### src/rtl/slot_arbiter.sv
// Round-robin time-slot arbiter: one requester owns the grant for up to slot_len cycles.
// Latency: grant, slot_start and slot_cnt are registered, visible one cycle after the deciding edge.
// Backpressure: enable=0 blocks new slots, but the current slot always runs to completion.
module slot_arbiter #(
    parameter int NREQ  = 4,
    parameter int CNT_W = 8
) (
    input  logic             clk,
    input  logic             reset,
    input  logic             enable,
    input  logic [NREQ-1:0]  req,
    input  logic [CNT_W-1:0] slot_len,
    input  logic             resync,
    output logic [NREQ-1:0]  grant,
    output logic             slot_start,
    output logic             busy,
    output logic [CNT_W-1:0] slot_cnt
);

    localparam int PW = (NREQ > 1) ? $clog2(NREQ) : 1;

    typedef enum logic {
        IDLE = 1'b0,
        RUN  = 1'b1
    } state_t;

    state_t           state_q, state_d;
    logic [NREQ-1:0]  grant_q, grant_d;
    logic             slot_start_q, slot_start_d;
    logic [CNT_W-1:0] slot_cnt_q, slot_cnt_d;
    logic [CNT_W-1:0] len_q, len_d;
    logic [PW-1:0]    last_q, last_d;
    logic             resync_meta_q, resync_s_q;

    logic             resync_s;
    logic [PW-1:0]    cand;
    logic [PW-1:0]    win_idx;
    logic             win_vld;
    logic             start_ok;
    logic             slot_end;
    logic             take;

    // Two-flop synchronizer for the asynchronous abort request.
    always_ff @(posedge clk or negedge reset) begin
        if (!reset) begin
            resync_meta_q <= 1'b0;
            resync_s_q    <= 1'b0;
        end else begin
            resync_meta_q <= resync;
            resync_s_q    <= resync_meta_q;
        end
    end

    assign resync_s = resync_s_q;

    // Search downward so the last hit is the first set bit above last_q.
    always_comb begin
        win_vld = 1'b0;
        win_idx = '0;
        cand    = '0;
        for (int i = NREQ; i >= 1; i--) begin
            cand = PW'((int'(last_q) + i) % NREQ);
            if (req[cand]) begin
                win_vld = 1'b1;
                win_idx = cand;
            end
        end
    end

    assign start_ok = enable && win_vld;
    assign slot_end = (slot_cnt_q == (len_q - CNT_W'(1))) || ((req & grant_q) == '0);

    always_comb begin
        state_d      = state_q;
        grant_d      = grant_q;
        slot_start_d = 1'b0;
        slot_cnt_d   = slot_cnt_q;
        len_d        = len_q;
        last_d       = last_q;
        take         = 1'b0;

        if (resync_s) begin
            state_d    = IDLE;
            grant_d    = '0;
            slot_cnt_d = '0;
        end else begin
            case (state_q)
                IDLE: begin
                    grant_d    = '0;
                    slot_cnt_d = '0;
                    take       = start_ok;
                end
                RUN: begin
                    if (slot_end) begin
                        if (start_ok) begin
                            take = 1'b1;
                        end else begin
                            state_d    = IDLE;
                            grant_d    = '0;
                            slot_cnt_d = '0;
                        end
                    end else begin
                        slot_cnt_d = slot_cnt_q + CNT_W'(1);
                    end
                end
                default: begin
                    state_d    = IDLE;
                    grant_d    = '0;
                    slot_cnt_d = '0;
                end
            endcase
        end

        if (take) begin
            state_d      = RUN;
            grant_d      = NREQ'(1) << win_idx;
            slot_start_d = 1'b1;
            slot_cnt_d   = '0;
            len_d        = (slot_len == '0) ? CNT_W'(1) : slot_len;
            last_d       = win_idx;
        end
    end

    always_ff @(posedge clk or negedge reset) begin
        if (!reset) begin
            state_q      <= IDLE;
            grant_q      <= '0;
            slot_start_q <= 1'b0;
            slot_cnt_q   <= '0;
            len_q        <= CNT_W'(1);
            last_q       <= PW'(NREQ - 1);
        end else begin
            state_q      <= state_d;
            grant_q      <= grant_d;
            slot_start_q <= slot_start_d;
            slot_cnt_q   <= slot_cnt_d;
            len_q        <= len_d;
            last_q       <= last_d;
        end
    end

    assign grant      = grant_q;
    assign slot_start = slot_start_q;
    assign busy       = (state_q == RUN);
    assign slot_cnt   = slot_cnt_q;

endmodule

### config.mk
export PLATFORM = sky130hd
export DESIGN_NAME = slot_arbiter
export DESIGN_NICKNAME = d
export VERILOG_FILES = /design/src/rtl/slot_arbiter.sv
export SDC_FILE = /design/constraint.sdc
export NUM_CORES = 1
export LEC_CHECK = 0
export ABC_AREA = 0
export BUFFER_PORTS_ARGS = -buffer_cell sky130_fd_sc_hd__clkbuf_2
export CORE_AREA = 2 2 54 56
export DETAILED_ROUTE_END_ITERATION = 8
export DIE_AREA = 0 0 56 58
export GPL_TIMING_DRIVEN = 0
export PLACE_DENSITY = 0.84
export RECOVER_POWER = 100
export SYNTH_ARGS = -nofsm -noshare
export SYNTH_HDL_FRONTEND = slang
export SYNTH_SLANG_ARGS = --single-unit
### constraint.sdc
create_clock -name clk -period 4.35 [get_ports clk]
set_clock_uncertainty 0.05 [all_clocks]
set_input_delay 0.435 -clock clk [delete_from_list [all_inputs] [get_ports clk]]
set_output_delay 0.435 -clock clk [all_outputs]
set_load 0.02 [all_outputs]
==> results of run 1 <==
-- worst max path at each step --
stage | slack (ns) | to | cells past startpoint
after CTS | 1.54 | len_q[4] | 9
after detailed placement | 1.58 | len_q[4] | 9
final | 1.14 | len_q[4] | 9
after global placement | 1.69 | len_q[3] | 9
after global routing | 0.90 | len_q[4] | 9
after floorplan | 1.81 | len_q[1] | 9
-- layout make-up --
class | count | area (um^2)
Inverter | 7 | 26.28
Timing Repair Buffer | 29 | 126.4
Sequential cell | 26 | 654.4
Clock buffer | 4 | 36.28
Tap cell | 31 | 38.79
Buffer | 3 | 11.26
Fill cell | 247 | 1059
Multi-Input combinational cell | 99 | 710.7
-- kinds of logic (layout without fill, tap and decap cells) --
family,Yosys count,after routing,share of synthesized area
buffers and inverters,10,43,0.03083
multiplexers,11,11,0.1036
XOR/XNOR,14,14,0.08391
AND/OR/NAND/NOR,51,51,0.1935
flip-flops,26,26,0.4478
adder cells (fa/ha/maj),2,2,0.01712
AO/OA/AOI/OAI,21,21,0.1233
-- layer usage --
metal | GRT usage | vias to the layer above | share of wire
met2 | 0.3563 | 26 | 0.51
met5 | 0 | - | 0
met3 | 0.02009 | 5 | 0.046
met4 | 0.07823 | 0 | 0.016
met1 | 0.2427 | 549 | 0.43
li1 | - | 543 | -
-- flip-flops by register name (all words and copies together) (netlist names) --
| name | cells |
|---|---|
| len_q | 8 |
| slot_cnt | 8 |
| grant | 4 |
| last_q | 2 |
| busy | 1 |
| resync_meta_q | 1 |
| resync_s | 1 |
| slot_start | 1 |
-- Yosys cell counts (2+ instances only) --
cell type / instances / area (um^2)
xor2_1: 5 / 43.79
inv_1: 7 / 26.28
nand2_1: 8 / 30.03
xnor2_1: 9 / 78.83
nor3_1: 4 / 20.02
clkbuf_1: 2 / 7.510
nor2_1: 12 / 45.04
nor3b_1: 3 / 22.52
nand3_1: 4 / 20.02
a31o_2: 2 / 17.52
mux2_4: 8 / 120.1
o21ai_0: 3 / 15.01
nor2b_1: 2 / 12.51
a21oi_1: 4 / 20.02
a22o_1: 2 / 17.52
nand2b_1: 5 / 31.28
dfrtp_1: 23 / 575.6
ha_1: 2 / 25.02
mux2i_1: 2 / 20.02
nand3b_1: 3 / 22.52
dfstp_2: 3 / 78.83
and4_1: 2 / 17.52
-- worst register-to-register path: stages (launching register included) --
cell and delay, ns:
dfstp_1 0.63, inv_1 0.08, ha_1 0.25, nand2b_1 0.18
a21oi_1 0.16, o31ai_1 0.12, a41oi_1 0.59, or2_2 0.23
clkbuf_1 0.42, mux2_1 0.39
-- layout by cell type, fill, tap and decap left out, drive strengths merged, types with 5 or more instances in the layout --
cell,n
clkbuf,36
dfrtp,23
nor2,12
xnor2,9
mux2,9
nand2,8
inv,7
xor2,5
nand2b,5
-- power by group through the flow --
stage | registers, mW | clock network (mW) | logic [mW]
2_1_floorplan | 0.320 | 0 | 0.119
3_3_place_gp | 0.321 | 0 | 0.157
3_5_place_dp | 0.325 | 0 | 0.165
4_1_cts | 0.321 | 0.126 | 0.166
5_1_grt | 0.327 | 0.138 | 0.158
6_report | 0.320 | 0.122 | 0.144
-- metrics by stage --
| stage | hold WS, ns | std cells | instance area, um^2 |
|---|---|---|---|
| floorplan | 0.08941 | 135 | 1461 |
| global placement | 0.2857 | 195 | 1645 |
| detailed placement | 0.2911 | 195 | 1645 |
| CTS | 0.07506 | 199 | 1682 |
| global route | 0.1338 | 199 | 1604 |
| finish | 0.1573 | 199 | 1604 |
==> results_dict.tcl, run 1 <==
set metrics [dict create \
    arrival_ns 3.37 \
    place_hpwl_um 2183 \
    crit_path_max_fanout 10 \
    io_buffers 29 \
    leakagePower_nw 0.7096 \
    cts-root-buf "clkbuf_4" \
    tns_ns 0 \
    grt_max_degree 27 \
    cts.path.max_buffers 2 \
    cts_resized 0 \
    gp_congestion 0.8172 \
    synth_seq_cells 26 \
    first_global_vias 1165 \
    syn_nets 153 \
    synthCells 135 \
    hold_depth 1 \
    seq_power_share 0.547 \
    cp_slowest_cell "dfstp_1" \
    drv_slew 0 \
    synthArstFlopShare 1.000 \
    drt_pass1_iterations 4 \
    r2r_end "len_q[4]" \
    wl_um 2908 \
    fmax_ghz 0.3115 \
    yosysSeqAreaShare 0.4478 \
    synth.distinct_cells 42 \
    internal-power_mw 0.3978 \
    p_comb_frac 0.245 \
    drive_gt1_frac 0.1607 \
    avgRoutedWirePerCell_um 14.61 \
    cts_htree_levels 1 \
    syn_to_final_growth_pct 9.760 \
    crit_type "reg2reg" \
    die_h_um 58 \
    route.vias.total 1123 \
    endpoint_kind "register" \
    max_slew_margin 0.08893 \
    io_pins 30 \
    worstReg2RegStart "len_q[0]" \
    power_switching_share 0.3207 \
    worstMarginPinSlew_ns 1.367 \
    crit_start "len_q[0]" \
    cts_buffers 3 \
    synth_edf_count 0 \
    path_cells "inv_1 -> ha_1 -> nand2b_1 -> a21oi_1 -> o31ai_1 -> a41oi_1 -> or2_2 -> clkbuf_1 -> mux2_1" \
    gr-usage-all-layers 0.1968 \
    clkPwrFrac 0.208 \
    hold_class "in2reg" \
    r2r.worst_path.cells 9 \
    power-per-cell-area_mw_per_mm2 365.1 \
    hold_viol_final 0 \
    max_stage_delay_ns 0.63 \
    postCtsSetupBuffers 0 \
    ys.flop_type "dfrtp_1" \
    clk_pin_slew_ns 0.14 \
    critPathTopFamily "compound AO/OA/AOI/OAI gates" \
    drtAntennaViolNets 0 \
    cts_tree "built" \
    maxCapViolCount 0 \
    rows 19 \
    grt_setup_unrepaired "false" \
    antenna_found_initial 0 \
    yosys_warnings 0 \
    pre_cts_slack_ns 1.581 \
    dieArea_mm2 0.003248 \
    crit_buf_inv 2 \
    finalCritPeriodShare 0.7381 \
    syn_area_mm2 0.001461 \
    period_minus_slack_ns 3.211 \
    start_util 0.5489 \
    grt_pass1_wl_um 5057 \
    p_total_mw 0.5856 \
    syn_avg_cell_area_um2 10.83 \
    rrSetupSlack_ns 1.14 \
    final_core_util 0.6024 \
    worstPathRequired_ns 4.51 \
    drtIter0Drc 27 \
    cts_sinks 26 \
    die_x_um 56 \
    final-setup-viol-count 0 \
    status "finished clean" \
    overflow 0 \
    hold_end "resync_meta_q" \
    clock_latency_ns 0.32 \
    start_kind "register" \
    hold_buffers 0 \
    fin_ws_ns 1.139 \
    diodes 0 \
    fin_nets 187 \
    drc_errors 0 \
    p_sw_mw 0.1878 \
    via_per_inst 5.643 \
    ir_drop_mv 0.2286 \
    worstHoldStart "resync" \
    coreArea_mm2 0.002663 \
]
(Power assumes the default switching activity.)
==> inputs of run 2 (changes only) <==
Settings changed: ABC_AREA 0 to 1, CORE_AREA 2 2 54 56 to 2 2 59 61, DIE_AREA 0 0 56 58 to 0 0 61 63, PLACE_DENSITY 0.84 to 0.8.
Clock period 4.35 ns to 2.98 ns, I/O delays scaled along.
==> run 2 against run 1 <==
- maximum frequency increased by 36%
- final area is 17% higher
- synthesized cell count rose by 75%
- setup slack lost 0.51 ns
- first-iteration DRC count rose to 3.7 times the previous value
- clock power rose by 26%
- utilization fell by 2.2 points
- area after synthesis is 15% higher
- count of clock-buffer cells in the layout is the same
- largest power group is now combinational logic
==> results_dict.tcl, run 2 <==
set metrics [dict create \
    status "finished clean" \
    route.vias.total 1563 \
    ys.flop_type "dfrtp_1" \
    hold_class "in2reg" \
    gp_congestion 0.7756 \
    syn_area_mm2 0.001684 \
    via_per_inst 4.946 \
    dieArea_mm2 0.003843 \
    synth.most_common_cell "nand2_1" \
    overflow 0 \
    grt_most_used_layer "met2" \
    final-setup-viol-count 0 \
    period_minus_slack_ns 2.354 \
    leakagePower_nw 0.9919 \
    finalCritPeriodShare 0.7899 \
    endpoint_kind "register" \
    max_slew_margin 0.09088 \
    critPathTopFamily "simple AND/OR/NAND/NOR gates" \
    drive_gt1_frac 0.1222 \
    synth_seq_cells 26 \
    synth_edf_count 0 \
    synthTopCellsByArea "dfrtp_1 34%, nand2_1 19%, nand3_1 8.0%, inv_1 5.8%, nor2_1 4.9%" \
    io_pins 30 \
    pre_cts_slack_ns 0.8567 \
    die_h_um 63 \
    gr-usage-all-layers 0.2058 \
    fmax_ghz 0.4248 \
    drc_errors 0 \
    clock_latency_ns 0.32 \
    syn_nets 254 \
    met2_usage 0.3105 \
    dpl_cell_area_mm2 0.001887 \
    worstSetupPathDepth 15 \
    cts-root-buf "clkbuf_4" \
    hold_depth 1 \
    rows 21 \
    start_util 0.5211 \
    worstPathRequired_ns 3.15 \
    maxCapViolCount 0 \
    drt_pass1_iterations 4 \
    worstMarginPinSlew_ns 1.364 \
    grt_pass1_wl_um 6092 \
    place_hpwl_um 2677 \
    p_total_mw 1.310 \
    first_global_vias 1400 \
    grt_max_degree 27 \
    use_met1 0.2985 \
    syn_to_final_growth_pct 11.37 \
    crit_buf_inv 3 \
    max_stage_delay_ns 0.67 \
    grt_setup_unrepaired "false" \
    wl_um 3458 \
    yosysSeqAreaShare 0.3886 \
    layout.cells.most_common_list "86 x nand2_1, 28 x nand3_1, 26 x inv_1, 23 x dfrtp_1, 22 x nor2_1" \
    cts_sinks 26 \
    arrival_ns 2.53 \
    final_core_util 0.5803 \
    crit_path_max_fanout 10 \
    synth_commonest_cells "84 x nand2_1, 27 x nand3_1, 26 x inv_1, 23 x dfrtp_1, 22 x nor2_1" \
    diodes 0 \
    drtIter0Drc 101 \
    start_kind "register" \
    crit_top_cell "nand2_1" \
    synthArstFlopShare 1.000 \
    fin_nets 289 \
    fin_ws_ns 0.6260 \
    avgRoutedWirePerCell_um 10.94 \
    cp_slowest_cell "dfstp_1" \
    cts_buffers 3 \
    yosys_warnings 0 \
    drtAntennaViolNets 0 \
    cts.path.max_buffers 2 \
    synth_top_area_frac 0.3418 \
    power-per-cell-area_mw_per_mm2 698.5 \
    hold_viol_final 0 \
    r2r.worst_path.cells 15 \
    io_buffers 29 \
    crit_type "reg2reg" \
    cts_resized 0 \
    ir_drop_mv 0.3920 \
    syn_avg_cell_area_um2 7.136 \
    postCtsSetupBuffers 0 \
    antenna_found_initial 0 \
    synth.distinct_cells 27 \
    clk_pin_slew_ns 0.14 \
    coreArea_mm2 0.003232 \
    grt_use_met3 0.03106 \
    die_x_um 61 \
    yosysTopAreaCell "dfrtp_1" \
    tns_ns 0 \
    path_cells "inv_2 -> ha_1 -> inv_1 -> nand2_1 -> nand2_1 -> nand2_1 -> nand2_1 -> nand3_1 -> nor2_1 -> nand2_1 -> nand2_1 -> nand2_4 -> buf_6 -> nand2_1 -> nand2_1" \
    fin_area_mm2 0.001876 \
    final_common_cell "nand2_1" \
    cts_htree_levels 1 \
    drv_slew 0 \
    cts_tree "built" \
    synthCells 236 \
]
## run 2: path summary, 6_finish.rpt
| path | startpoint | end | slack (ns) |
|---|---|---|---|
| hold reg to reg | resync_meta_q | resync_s | 0.32 |
| setup / recovery | len_q[0] | len_q[2] | 0.63 |
| min in group asynchronous | reset | len_q[4] | 0.75 |
| max in group asynchronous | reset | slot_cnt[3] | 1.33 |
| hold / removal | resync | resync_meta_q | 0.03 |
| setup reg to reg | len_q[0] | len_q[2] | 0.63 |
## run 2: what timing repair did
action                                 4_1_cts  5_1_grt
endpoints found under the hold margin       23        0
setup endpoints to repair                    0        0
hold buffers                                 1        0
## run 2: cell families after synthesis
| kind of cell | Yosys count | synth area share |
|---|---|---|
| adder cells (fa/ha/maj) | 2 | 0.01486 |
| flip-flops | 26 | 0.3886 |
| XOR/XNOR | 12 | 0.06241 |
| AO/OA/AOI/OAI | 11 | 0.04755 |
| AND/OR/NAND/NOR | 151 | 0.4004 |
| buffers and inverters | 34 | 0.08618 |
## run 2: layout make-up
type / count / area, um^2
clock buffer: 4 / 26.28
multi-input combinational: 176 / 855.8
tap: 46 / 57.56
fill: 321 / 1356
buffer: 4 / 32.53
sequential: 26 / 654.4
inverter: 30 / 112.6
timing repair buffer: 30 / 136.4
## run 2: through the flow
step / hold slack [ns] / cells
CTS: 0.008825 / 316
global placement: 0.2835 / 311
floorplan: -0.04759 / 236
detailed placement: 0.2881 / 311
finish: 0.02568 / 316
global route: 0.0007686 / 316
## run 2: report_power, final
part / internal [mW] / switching, mW / total (mW)
Combinational: 0.231 / 0.419 / 0.651
Sequential: 0.431 / 0.0753 / 0.506
Clock: 0.0524 / 0.101 / 0.154
Total: 0.714 / 0.596 / 1.31
## run 2: metal layers
layer  vias to the layer above  wire length (um)  share of wire
li1                        817                 -              -
met1                       707              1705           0.49
met2                        35              1556           0.45
met3                         4               156          0.045
met4                         0                40          0.012
met5                         -                 0              0
==> inputs of run 3 (changes only) <==
Settings changed: CORE_AREA 2 2 59 61 to 2 2 62 64, DIE_AREA 0 0 61 63 to 0 0 64 66, PLACE_DENSITY 0.8 to 0.76.
Clock period 2.98 ns to 2 ns, I/O delays scaled along.
==> run 3 against run 2 <==
- routed wire length increased by 8.4%
- count of clock-buffer cells in the layout decreased by 1
- combinational power increased by 75%
- worst hold slack improved by 0.0045 ns
- first-iteration DRC count decreased by 14%
- sequential share of layout area decreased by 3.3 points
- flip-flop and latch count unchanged
- setup slack got worse by 0.57 ns
- die area increased by 9.9%
- maximum frequency increased by 21%
- critical path type unchanged
==> results_dict.tcl, run 3 (synthesis gave the netlist of run 2 again) <==
set metrics [dict create \
    arrival_ns 2.19 \
    overflow 0 \
    cts_sinks 26 \
    grt_max_degree 27 \
    path_cells "inv_4 -> ha_4 -> inv_1 -> nand2_2 -> nand2_1 -> nand2_1 -> nand2_1 -> nand3_2 -> nor2_4 -> nand2_4 -> nand2_8 -> clkbuf_16 -> nand3_1 -> nand2_1" \
    io_pins 30 \
    gr-usage-all-layers 0.1885 \
    coreArea_mm2 0.003551 \
    cts_htree_levels 1 \
    period_minus_slack_ns 1.941 \
    clk_pin_slew_ns 0.15 \
    drive_gt1_frac 0.1841 \
    power-per-cell-area_mw_per_mm2 1097 \
    worstSetupPathDepth 14 \
    worstMarginPinSlew_ns 1.391 \
    crit_type "reg2reg" \
    r2r.worst_path.cells 14 \
    start_kind "register" \
    antenna_found_initial 0 \
    worstPathRequired_ns 2.25 \
    first_global_vias 1417 \
    drtAntennaViolNets 0 \
    maxCapViolCount 0 \
    die_h_um 66 \
    fin_area_mm2 0.002068 \
    cts_buffers 3 \
    clock_latency_ns 0.35 \
    instances_no_fill 325 \
    hold_class "in2reg" \
    gp_congestion 0.8531 \
    drc_errors 0 \
    cp_slowest_cell "dfstp_2" \
    rows 22 \
    cts-root-buf "clkbuf_4" \
    grt_most_used_layer "met2" \
    grt_use_met3 0.01704 \
    ir_drop_mv 0.4340 \
    finalCritPeriodShare 0.9704 \
    route.vias.total 1563 \
    place_hpwl_um 2670 \
    crit_buf_inv 3 \
    worst_hold_slack_ns 0.03017 \
    hold_viol_final 0 \
    die_x_um 64 \
    crit_top_cell "nand2_1" \
    crit_path_max_fanout 5 \
    final_core_util 0.5825 \
    drtIter0Drc 87 \
    fmax_ghz 0.5152 \
    status "finished clean" \
    hold_depth 3 \
    leakagePower_nw 1.073 \
    final-setup-viol-count 0 \
    dieArea_mm2 0.004224 \
    io_buffers 29 \
    via_per_inst 4.809 \
    met2_usage 0.3008 \
    fin_nets 296 \
    max_slew_margin 0.07235 \
    endpoint_kind "register" \
    max_stage_delay_ns 0.60 \
    start_util 0.4743 \
    diodes 0 \
    syn_to_final_growth_pct 22.81 \
    drt_pass1_iterations 4 \
    layout.cells.most_common_list "83 x nand2_1, 26 x inv_1, 25 x nand3_1, 23 x dfrtp_1, 20 x nor2_1" \
    wl_um 3748 \
    cts.path.max_buffers 2 \
    dp.cells 313 \
    avgRoutedWirePerCell_um 11.53 \
    grt_pass1_wl_um 6244 \
    use_met1 0.2682 \
    final_common_cell "nand2_1" \
    critPathTopFamily "simple AND/OR/NAND/NOR gates" \
    dpl_cell_area_mm2 0.001889 \
    cts_tree "built" \
    drv_slew 0 \
]
run 3: report_power, final:
part / internal (mW) / leakage (nW) / total [mW] / switching (mW)
clock network: 0.203 / 0.0279 / 0.380 / 0.177
registers: 0.643 / 0.334 / 0.753 / 0.109
logic: 0.427 / 0.711 / 1.14 / 0.708
run 3: path summary, 6_finish.rpt:
path | startpoint | to | slack, ns
max | len_q[0] | len_q[5] | 0.06
max in group asynchronous | reset | slot_cnt[0] | 0.46
max reg2reg | len_q[0] | len_q[5] | 0.06
min reg2reg | resync_meta_q | resync_s | 0.31
min | slot_len[6] | len_q[6] | 0.03
min in group asynchronous | reset | slot_cnt[6] | 0.63
run 3: metal layers:
layer | routed length (um) | share of wire | vias to the layer above
met3 | 139 | 0.037 | 5
met5 | 0 | 0 | -
li1 | - | - | 821
met1 | 1846 | 0.49 | 699
met4 | 69 | 0.018 | 0
met2 | 1692 | 0.45 | 38
run 3: area by class of cell:
type | instances | area, um^2
fill | 324 | 1483
clock inverter | 1 | 30.03
timing repair buffer | 38 | 220.2
buffer | 3 | 30.03
clock buffer | 3 | 22.52
tap | 48 | 60.06
multi-input combinational | 176 | 935.9
inverter | 30 | 115.1
sequential | 26 | 654.4
run 3: worst min-delay path: cells and delay by family:
family	cells	cell delay (ns)
simple gates	2	0.12
buf+inv	1	0.09
run 3: timing repair:
action                                  in CTS  in global routing
hold buffers                                 2                  0
endpoints found under the setup margin      20                 24
gates resized for setup                      3                 14
gates cloned                                 0                  1
endpoints found under the hold margin       24                  0
pin swaps                                    2                  9
setup buffers                                3                  3
run 3: through the flow:
stage / setup TNS [ns] / total power [mW] / setup WS [ns]
6_report: 0 / 2.268 / 0.05914
5_1_grt: -0.5011 / 2.470 / -0.06824
4_1_cts: 0 / 2.159 / 0.003339
3_5_place_dp: -0.9544 / 1.759 / -0.1196
3_3_place_gp: -0.5280 / 1.736 / -0.07902
2_1_floorplan: 0 / 1.537 / 0.06546
